`src/rtl/divide_10_if.sv`:
```
// rtl/divide_10_if.sv - start/done handshake and result bus for the divide-by-ten unit
// The controller drives start and dividend; the divider returns quotient, remainder and done.
interface divide_10_if;
  logic        start;
  logic [13:0] dividend;
  logic [9:0]  quotient;
  logic [13:0] remainder;
  logic        done;

  modport master (
    output start,
    output dividend,
    input  quotient,
    input  remainder,
    input  done
  );

  modport slave (
    input  start,
    input  dividend,
    output quotient,
    output remainder,
    output done
  );
endinterface

```
`src/rtl/divide_10.sv`:
```
// rtl/divide_10.sv - sequential unsigned divide-by-ten by repeated subtraction
// Splits a 14-bit value into quotient (mod 1024) and remainder 0..9, one subtraction per clock.
module divide_10 (
  input  logic       clk,
  input  logic       rst_n,
  divide_10_if.slave bus
);

  typedef enum logic [1:0] {
    IDLE = 2'd0,
    BUSY = 2'd1,
    DONE = 2'd2
  } state_t;

  state_t      r_state;
  logic [9:0]  r_quotient;
  logic [13:0] r_remainder;
  logic        r_done;
  logic        w_ge_ten;

  assign w_ge_ten = (r_remainder >= 14'd10);

  always_ff @(posedge clk or negedge rst_n) begin
    if (!rst_n) begin
      r_state     <= IDLE;
      r_quotient  <= 10'd0;
      r_remainder <= 14'd0;
      r_done      <= 1'b0;
    end else begin
      case (r_state)
        IDLE: begin
          r_done <= 1'b0;
          // Without start the previous result stays on the outputs for the display.
          if (bus.start) begin
            r_remainder <= bus.dividend;
            r_quotient  <= 10'd0;
            r_state     <= BUSY;
          end
        end
        BUSY: begin
          if (w_ge_ten) begin
            r_remainder <= r_remainder - 14'd10;
            r_quotient  <= r_quotient + 10'd1;
          end else begin
            r_done  <= 1'b1;
            r_state <= DONE;
          end
        end
        DONE: begin
          // A held start must not retrigger; the controller has to drop it first.
          if (!bus.start) begin
            r_done  <= 1'b0;
            r_state <= IDLE;
          end
        end
        default: begin
          r_done  <= 1'b0;
          r_state <= IDLE;
        end
      endcase
    end
  end

  assign bus.quotient  = r_quotient;
  assign bus.remainder = r_remainder;
  assign bus.done      = r_done;

endmodule

```
`src/flat_wrapper.sv`:
```
// flat-port wrapper written by rule: the top's interface ports become plain ports
module divide_10_flat 
  (clk, rst_n, bus_start, bus_dividend, bus_quotient, bus_remainder, bus_done);
  divide_10_if bus_i ();
  input  logic clk;
  input  logic rst_n;
  input wire logic [$bits(bus_i.start)-1:0] bus_start;
  input wire logic [$bits(bus_i.dividend)-1:0] bus_dividend;
  output wire logic [$bits(bus_i.quotient)-1:0] bus_quotient;
  output wire logic [$bits(bus_i.remainder)-1:0] bus_remainder;
  output wire logic [$bits(bus_i.done)-1:0] bus_done;
  assign bus_i.start = bus_start;
  assign bus_i.dividend = bus_dividend;
  assign bus_quotient = bus_i.quotient;
  assign bus_remainder = bus_i.remainder;
  assign bus_done = bus_i.done;
  divide_10 u_core (.clk(clk), .rst_n(rst_n), .bus(bus_i));
endmodule
```
`config.mk`:
```
export PLATFORM = sky130hd
export DESIGN_NAME = divide_10_flat
export DESIGN_NICKNAME = d
export VERILOG_FILES = /design/src/rtl/divide_10_if.sv /design/src/rtl/divide_10.sv /design/src/flat_wrapper.sv
export SDC_FILE = /design/constraint.sdc
export NUM_CORES = 1
export LEC_CHECK = 0
export CAP_MARGIN = 10
export CELL_PAD_IN_SITES_DETAIL_PLACEMENT = 1
export CELL_PAD_IN_SITES_GLOBAL_PLACEMENT = 1
export CORE_MARGIN = 4
export CORE_UTILIZATION = 39
export CTS_CLUSTER_DIAMETER = 120
export DETAILED_ROUTE_END_ITERATION = 7
export GPL_TIMING_DRIVEN = 0
export PLACE_DENSITY_LB_ADDON = 0.1
export SLEW_MARGIN = 15
export SYNTH_ARGS = -nofsm -noshare
export SYNTH_HDL_FRONTEND = slang
export SYNTH_SLANG_ARGS = --single-unit
```
`constraint.sdc`:
```
create_clock -name clk -period 6.4 [get_ports clk]
set_clock_uncertainty 0.05 [all_clocks]
set_input_delay 0.96 -clock clk [delete_from_list [all_inputs] [get_ports clk]]
set_output_delay 0.96 -clock clk [all_outputs]
set_load 0.01 [all_outputs]
```
Word-level counts from Yosys, hierarchy flattened. Index checks and enable logic that the tools add are counted.

Logic and storage cells: 31. Input bits: 17. Output and inout port bits: 25. Register bits: 27.

Add/sub/neg operators: 2. Reduce and logical (&&, ||, !) cells: 5. Muxes and demuxes: 13. Order comparisons: 1. Equality and inequality tests: 6.

Operator list (count): $mux 14 (2); $pmux 14 s2 (1); $mux 10 (2); $pmux 10 s2 (1); $ge 14x4->1 const B (1); $sub 14x4->14 const B (1); $add 10x1->10 const B (1); $mux 2 (3); $ne 2x2->1 const B (3); $pmux 2 s3 (1); $reduce_and 3->1 (2); $eq 2x1->1 const B (1); $eq 2x2->1 const B (1); $logic_not 2->1 (1); $mux 1 (2); $ne 2x1->1 const B (1); $pmux 1 s2 (1); $reduce_and 2->1 (1); $reduce_bool 2->1 (1).

Longest topological paths before layout. Gate-level depths: netlist of the first run.

Word-level depth: 3. Depth in mapped cells: 6. Mapped depth without buffers: 6.

Least setup slack after synthesis of the first run. No wires, ideal clock.

Kind: input port to flip-flop. Start: in bus_start. End: reg u_core.r_remainder[3], in the netlist u_core.bus.remainder[3]. Library setup time: 0.123 ns. Data arrival time: 2.077 ns. Buffers on the path: 2. Setup slack: 4.151 ns. Required time: 6.227 ns. Stages on the path: 4. Path through: or3b_2 > buf_2 > clkbuf_1 > o221a_2.

Longest elaborated chain between the ends: 2.

Ends and longest elaborated chain: start: declaration (line flat_wrapper.sv:7) `input wire logic [$bits(bus_i.start)-1:0] bus_start;`; $ne 2x2->1 (no line); $reduce_and 3->1 (no line); end signal: assignment (line divide_10.sv:35) `r_remainder <= bus.dividend;`; end signal: assignment (line divide_10.sv:42) `r_remainder <= r_remainder - 14'd10;`; end: declaration (line divide_10.sv:17) `logic [13:0] r_remainder;`.

Every way passes these cells. A chain may end at the register's enable or synchronous reset.

Final worst setup path of the first run.
Start: in bus_start. End: reg u_core.r_remainder[10], in the netlist u_core.bus.remainder[10].

The elaborated chain is that of the path after synthesis.

==> results of run 1 <==
## layer usage
| layer | track usage [%] | part of all wire (%) | routed length, um | vias up |
|---|---|---|---|---|
| li1 | - | - | - | 739 |
| met1 | 27.9 | 45 | 2290 | 806 |
| met2 | 33.1 | 49 | 2450 | 59 |
| met3 | 2.95 | 5.6 | 280 | 4 |
| met4 | 3.97 | 0.58 | 29 | 0 |
| met5 | 0 | 0 | 0 | - |
## power groups by stage
stage / clock (uW) / combinational (uW) / sequential, uW
global route: 113 / 541 / 353
finish: 105 / 502 / 339
global placement: 0 / 476 / 333
detailed placement: 0 / 502 / 339
floorplan: 0 / 251 / 348
CTS: 105 / 504 / 336
## per-stage QoR
| step | hold slack (ns) | cells | area [um2] |
|---|---|---|---|
| global route | 0.506 | 258 | 2100 |
| floorplan | 0.483 | 165 | 1590 |
| global placement | 0.472 | 254 | 2060 |
| finish | 0.485 | 258 | 2100 |
| detailed placement | 0.453 | 254 | 2050 |
| CTS | 0.481 | 258 | 2100 |
## how the worst max path moves through the flow
stage / to / slack (ns) / cells after the start
floorplan: u_core.bus.remainder[3] / 4.15 / 4
global placement: u_core.bus.remainder[3] / 3.46 / 5
detailed placement: u_core.bus.remainder[10] / 3.37 / 5
CTS: u_core.bus.remainder[10] / 3.68 / 5
global route: u_core.bus.remainder[10] / 3.48 / 5
finish: u_core.bus.remainder[10] / 3.65 / 5
## cell usage after synthesis (2+ instances only)
cell type  instances  area, um2
dfrtp_1           27        676
nand2_1           15       56.3
a21oi_1           12       60.1
nand3_1            9       45.0
nor2_1             9       33.8
o31ai_1            7       52.6
inv_1              6       22.5
or4_1              6       45.0
clkbuf_1           5       18.8
a22oi_1            4       30.0
nor3_1             4       20.0
o21ai_0            4       20.0
o22ai_1            4       25.0
a22o_1             3       26.3
a31oi_1            3       18.8
a32o_1             3       30.0
nand4_1            3       18.8
nor2b_1            3       18.8
a211o_1            2       17.5
buf_2              2       10.0
ha_1               2       25.0
o211a_1            2       20.0
o211ai_1           2       15.0
o21a_1             2       15.0
o221a_1            2       22.5
o221a_2            2       22.5
or4_4              2       22.5
## layout make-up
class	count	area, um2	share of cell area, %
tap	48	60.1	2.86
clock inverter	1	7.51	0.357
inverter	6	22.5	1.07
sequential	27	676	32.2
multi-input combinational	123	841	40.0
buffer	9	47.5	2.26
clock buffer	3	41.3	1.97
timing repair buffer	41	405	19.3
## logic make-up (layout without fill, tap and decap cells)
family	after synthesis	in the layout	synth area share, %
simple gates	62	62	22.0
compound gates	59	59	29.4
flops	27	27	42.6
buf+inv	15	60	4.42
fa+ha+maj	2	2	1.58
## sequential cells by signal (all words and copies together), names as in the netlist
register	cells
u_core.r_state	2
u_core.bus.done	1
u_core.bus.remainder	14
u_core.bus.quotient	10
## cell usage in the layout, fill, tap and decap left out, types with 2 or more instances in the layout
| cell | n |
|---|---|
| clkdlybuf4s50_1 | 40 |
| dfrtp_1 | 27 |
| nand2_1 | 15 |
| a21oi_1 | 12 |
| nand3_1 | 9 |
| nor2_1 | 9 |
| o31ai_1 | 7 |
| inv_1 | 6 |
| or4_1 | 6 |
| clkbuf_1 | 5 |
| nor3_1 | 4 |
| o21ai_0 | 4 |
| o22ai_1 | 4 |
| a22oi_1 | 4 |
| buf_2 | 3 |
| nor2b_1 | 3 |
| nand4_1 | 3 |
| a32o_1 | 3 |
| a31oi_1 | 3 |
| a22o_1 | 3 |
| clkbuf_8 | 3 |
| o21a_1 | 2 |
| or4_4 | 2 |
| a211o_1 | 2 |
| o211a_1 | 2 |
| o221a_2 | 2 |
| o211ai_1 | 2 |
| o221a_1 | 2 |
| ha_1 | 2 |
## tightest hold or removal path: cells and delay by family, from the launching register on
kind	cells	cell delay, ns
AND/OR/NAND/NOR	2	0.12
flip-flops	1	0.39
==> run metrics, run 1 <==
status completed; Min-Delay Path Class register to register; Switching Share roughly 43%; H-tree levels 1; Seq cells post-synth 27; Placer Congestion 0.851; CTS Hold Bufs 0; Die ar. 0.00515 mm2; Max stage delay cell, worst path nor3b_1; RR Endpoint u_core.bus.remainder[7]; Core Area 0.00380 mm2; Clock Tree Root clkbuf_8; Die Y-Extent 71.8 um; GRT Overall Usage about a fifth; Initial Util 41.8%; IO buf count ~40; Fill cells 438; DRT Wirelength about 5000 um; Max Buffers Root-to-Sink 2; die span in x 71.8 um; slack of the critical path ~3.7 ns; vias in the first global route 1,644; Seq/Total Area, Yosys 42.6%; Syn Area/Cell around 9.6 um2; routed vias 1,608; Startpoint Class input pin; Psw 407 uW; initial DRC count 120; pre-CTS setup slack 3.37 ns; number of setup buffers added after CTS 0; final setup violation count 0; Leakage 0.000837 uW; clk slew on worst S/H paths 0.10 ns; DRC 0; hold path startpoint u_core.bus.remainder[0]; CTS tree yes; worst IR drop on VDD ~0.21 mV; Synth Warn # 0; worst setup path class input pin to register; crit path cell chain clkdlybuf4s50_1 > nor3b_1 > clkbuf_1 > o22ai_1 > a21boi_0; R2R cell count 4; CP Capture Type register; post-route ant nets 0; Skew-Pair Late Insertion Delay 0.28 ns; Max Clk Rate around 360 MHz; PD cells 450 mW/mm2; total gr overflow 0; final count of pins violating max slew 0; DP HPWL 3760 um; Final period util between 40 and 50%; minimum clock period 2.75 ns; mapped cell area 0.00159 mm2; 1st-pass router iterations 4; Layout area overhead 32.4%; Synth Instances between 150 and 200; ratio of cells with drive above 1 in the final layout under 10%; crit path buf inv count 2; initial antenna violation count 0; Async S/R FF share, synth 100%; Hold Path Sink u_core.bus.remainder[0]; final hold vios 0; Sequential Power Share 35.9%; slew margin rel. 38.2%; Mapped Nets about 180; mean number of vias per cell 6.23; Sinks on Clock Net 27; worst flop-to-flop path startpoint u_core.bus.remainder[8]; Worst-Margin Slew between 0.9 and 1 ns; clock power share 11.1%; P_int roughly 540 uW; r2r setup slk 3.98 ns; CP required 6.55 ns; Worst Path Arrival approximately 2.9 ns; max_cap viols 0; CTS resizes 0; crit-path leading delay family buffers and inverters; RSZ-0062 raised after global routing false; Antenna diodes 0; Post-Route Setup TNS 0 ns; crit path from bus_start; worst-path fanout max 10; Crit path largest cell delay 0.63 ns; largest net degree at the start of global routing 28; Total Power 946 uW; cts bufs inserted 3; first-pass GRT wire length 8300 um; post-synthesis cell type count 47; Ports 42; Post-synth EDFFs 0; Site Rows 22; worst hold path cell count 2; Avg WL per Cell 19.5 um; final net count 230; Comb pwr share 53.0%; Final Util 55.3%; Top FF cell, synth dfrtp_1
Note: power is estimated with default switching activity, not from simulation.
==> run 2: changes to the inputs <==
- CORE_UTILIZATION: 39 -> 33
- clock period: 6.4 -> 2.4 ns (I/O delays scaled with it)
==> run 2 against run 1 <==
Global-route usage shrank 1.7 points. Clock-buffer cell count rose by 1. Total power grew to 2.7 times the previous value. Routed wire length up 2.4%. Worst setup slack lost 3.4 ns. Critical path depth fell by 1. Sequential share of layout area fell by 0.43 points. Highest routed layer unchanged.
==> run metrics, run 2 (synthesis gave the netlist of run 1 again) <==
r2r setup slk between 0.2 and 0.25 ns; Psw between 1000 and 1500 uW; crit path buf inv count 0; Max Buffers Root-to-Sink 2; max reg flops 14; Switching Share about 42%; Sinks on Clock Net 27; routed vias 1,561; Clock Tree Root clkbuf_8; largest net degree at the start of global routing 28; RSZ-0062 raised after global routing false; total gr overflow 0; CP required between 2 and 3 ns; Comb pwr share 53.2%; post-route ant nets 0; IO buf count 41; Final period util between 90% and 100%; ratio of cells with drive above 1 in the final layout 10.3%; slew margin rel. between 40% and 50%; first-pass GRT wire length 8860 um; Critical Path End u_core.bus.remainder[7]; worst IR drop on VDD 0.454 mV; PD cells around 1200 mW/mm2; Total Power around 2500 uW; H-tree levels 1; clock power share 10.7%; Die ar. around 0.006 mm2; Placer Congestion around 0.8; final hold vios 0; final setup violation count 0; crit path cell chain or4_4 > nor3_2 > nand2_1 > a22o_1; 1st-pass router iterations 4; crit path from u_core.bus.remainder[8]; Initial Util 35.2%; minimum clock period 2.17 ns; Max stage delay cell, worst path or4_4; Sequential Power Share 36.1%; CTS tree yes; Worst Path Arrival 2.29 ns; hold slack 0.0461 ns; worst setup path class register to register; RR Endpoint u_core.bus.remainder[7]; initial DRC count 104; Layout area overhead 34.2%; Avg WL per Cell 19.5 um; R2R cell count 4; Worst-Margin Slew 0.761 ns; vias in the first global route 1,681; Leakage 0.000855 uW; cts bufs inserted 3; Skew-Pair Late Insertion Delay around 0.27 ns; Ports 42; clk slew on worst S/H paths around 0.10 ns; status completed; Min-Delay Path Class input pin to async pin; Layout Cells excl Fill 265; GRT Overall Usage 18.3%; Die Y-Extent approximately 77 um; DP HPWL roughly 3700 um; pre-CTS setup slack -0.0654 ns; Placed Instances 258; worst flop-to-flop path startpoint u_core.bus.remainder[8]; Startpoint Class register; worst-path fanout max 8; Critical Path Stages 4; crit-path leading delay family simple AND/OR/NAND/NOR gates; Crit path largest cell delay 0.61 ns; Max Clk Rate approximately 460 MHz; CP Capture Type register; slack of the critical path between 0.2 and 0.25 ns; initial antenna violation count 0; Antenna diodes 0; Core Area around 0.0045 mm2; final net count between 200 and 250; P_int 1450 uW; max_cap viols 0; most common cell after layout, fill and taps aside clkdlybuf4s50_1; final count of pins violating max slew 0; mean number of vias per cell between 5 and 6; DRC 0; die span in x 77.3 um; Site Rows 24; most frequent cells in the layout 40 x clkdlybuf4s50_1, 27 x dfrtp_1, 15 x nand2_1, 12 x a21oi_1; DRT Wirelength 5170 um
## run 2: changes by cell type in the layout (fill, tap and decap cells not counted)
cell        delta
buf_4          +3
clkinvlp_4     -1
nor3_2         +1
clkbuf_1       +1
nor3_1         -1
## run 2: how the worst min path moves through the flow
stage               cells past startpoint                       to               startpoint
floorplan                               0          u_core.bus.done                    rst_n
global placement                        2  u_core.bus.remainder[0]  u_core.bus.remainder[0]
detailed placement                      1   u_core.bus.quotient[9]                    rst_n
CTS                                     1   u_core.bus.quotient[9]                    rst_n
global route                            1   u_core.bus.quotient[8]                    rst_n
finish                                  1   u_core.bus.quotient[8]                    rst_n
## run 2: timing repair
item,CTS,global route
hold buffers,0,0
resized for setup,1,0
pin swaps,0,1
buffers inserted,0,3
endpoints found under the setup margin,2,10
## run 2: area by class of cell
| class | instances | area (um2) |
|---|---|---|
| Clock buffer | 4 | 45.0 |
| Tap cell | 52 | 65.1 |
| Sequential cell | 27 | 676 |
| Fill cell | 534 | 2370 |
| Timing Repair Buffer | 44 | 428 |
| Inverter | 6 | 22.5 |
| Multi-Input combinational cell | 123 | 846 |
| Buffer | 9 | 47.5 |
## run 2: stage by stage
| stage | TNS [ns] | instance area [um2] | utilization [%] |
|---|---|---|---|
| floorplan | 0 | 1590 | - |
| global placement | 0 | 2060 | 45.8 |
| detailed placement | -0.156 | 2060 | 45.7 |
| CTS | 0 | 2110 | 46.8 |
| global route | 0 | 2130 | 47.3 |
| finish | 0 | 2130 | 47.3 |
## run 2: power groups by stage
stage          Clock, uW  Sequential, uW  Combinational [uW]
2_1_floorplan          0             928                 668
3_5_place_dp           0             910                1320
5_1_grt              297             951                1470
6_report             268             906                1340
4_1_cts              280             901                1330
3_3_place_gp           0             890                1280
## run 2: worst register-to-register path: cells and delay by family, from the launching register on
family / cells / cell delay [ns]
and+or+nand+nor: 3 / 1.30
DFF: 1 / 0.46
AOI/OAI and AO/OA: 1 / 0.25
## run 2: metal layers
layer	up-vias	part of all wire [%]	GRT usage (%)
li1	747	-	-
met1	769	48	25.1
met2	39	47	29.5
met3	6	3.9	3.59
met4	0	0.87	4.80
met5	-	0	0
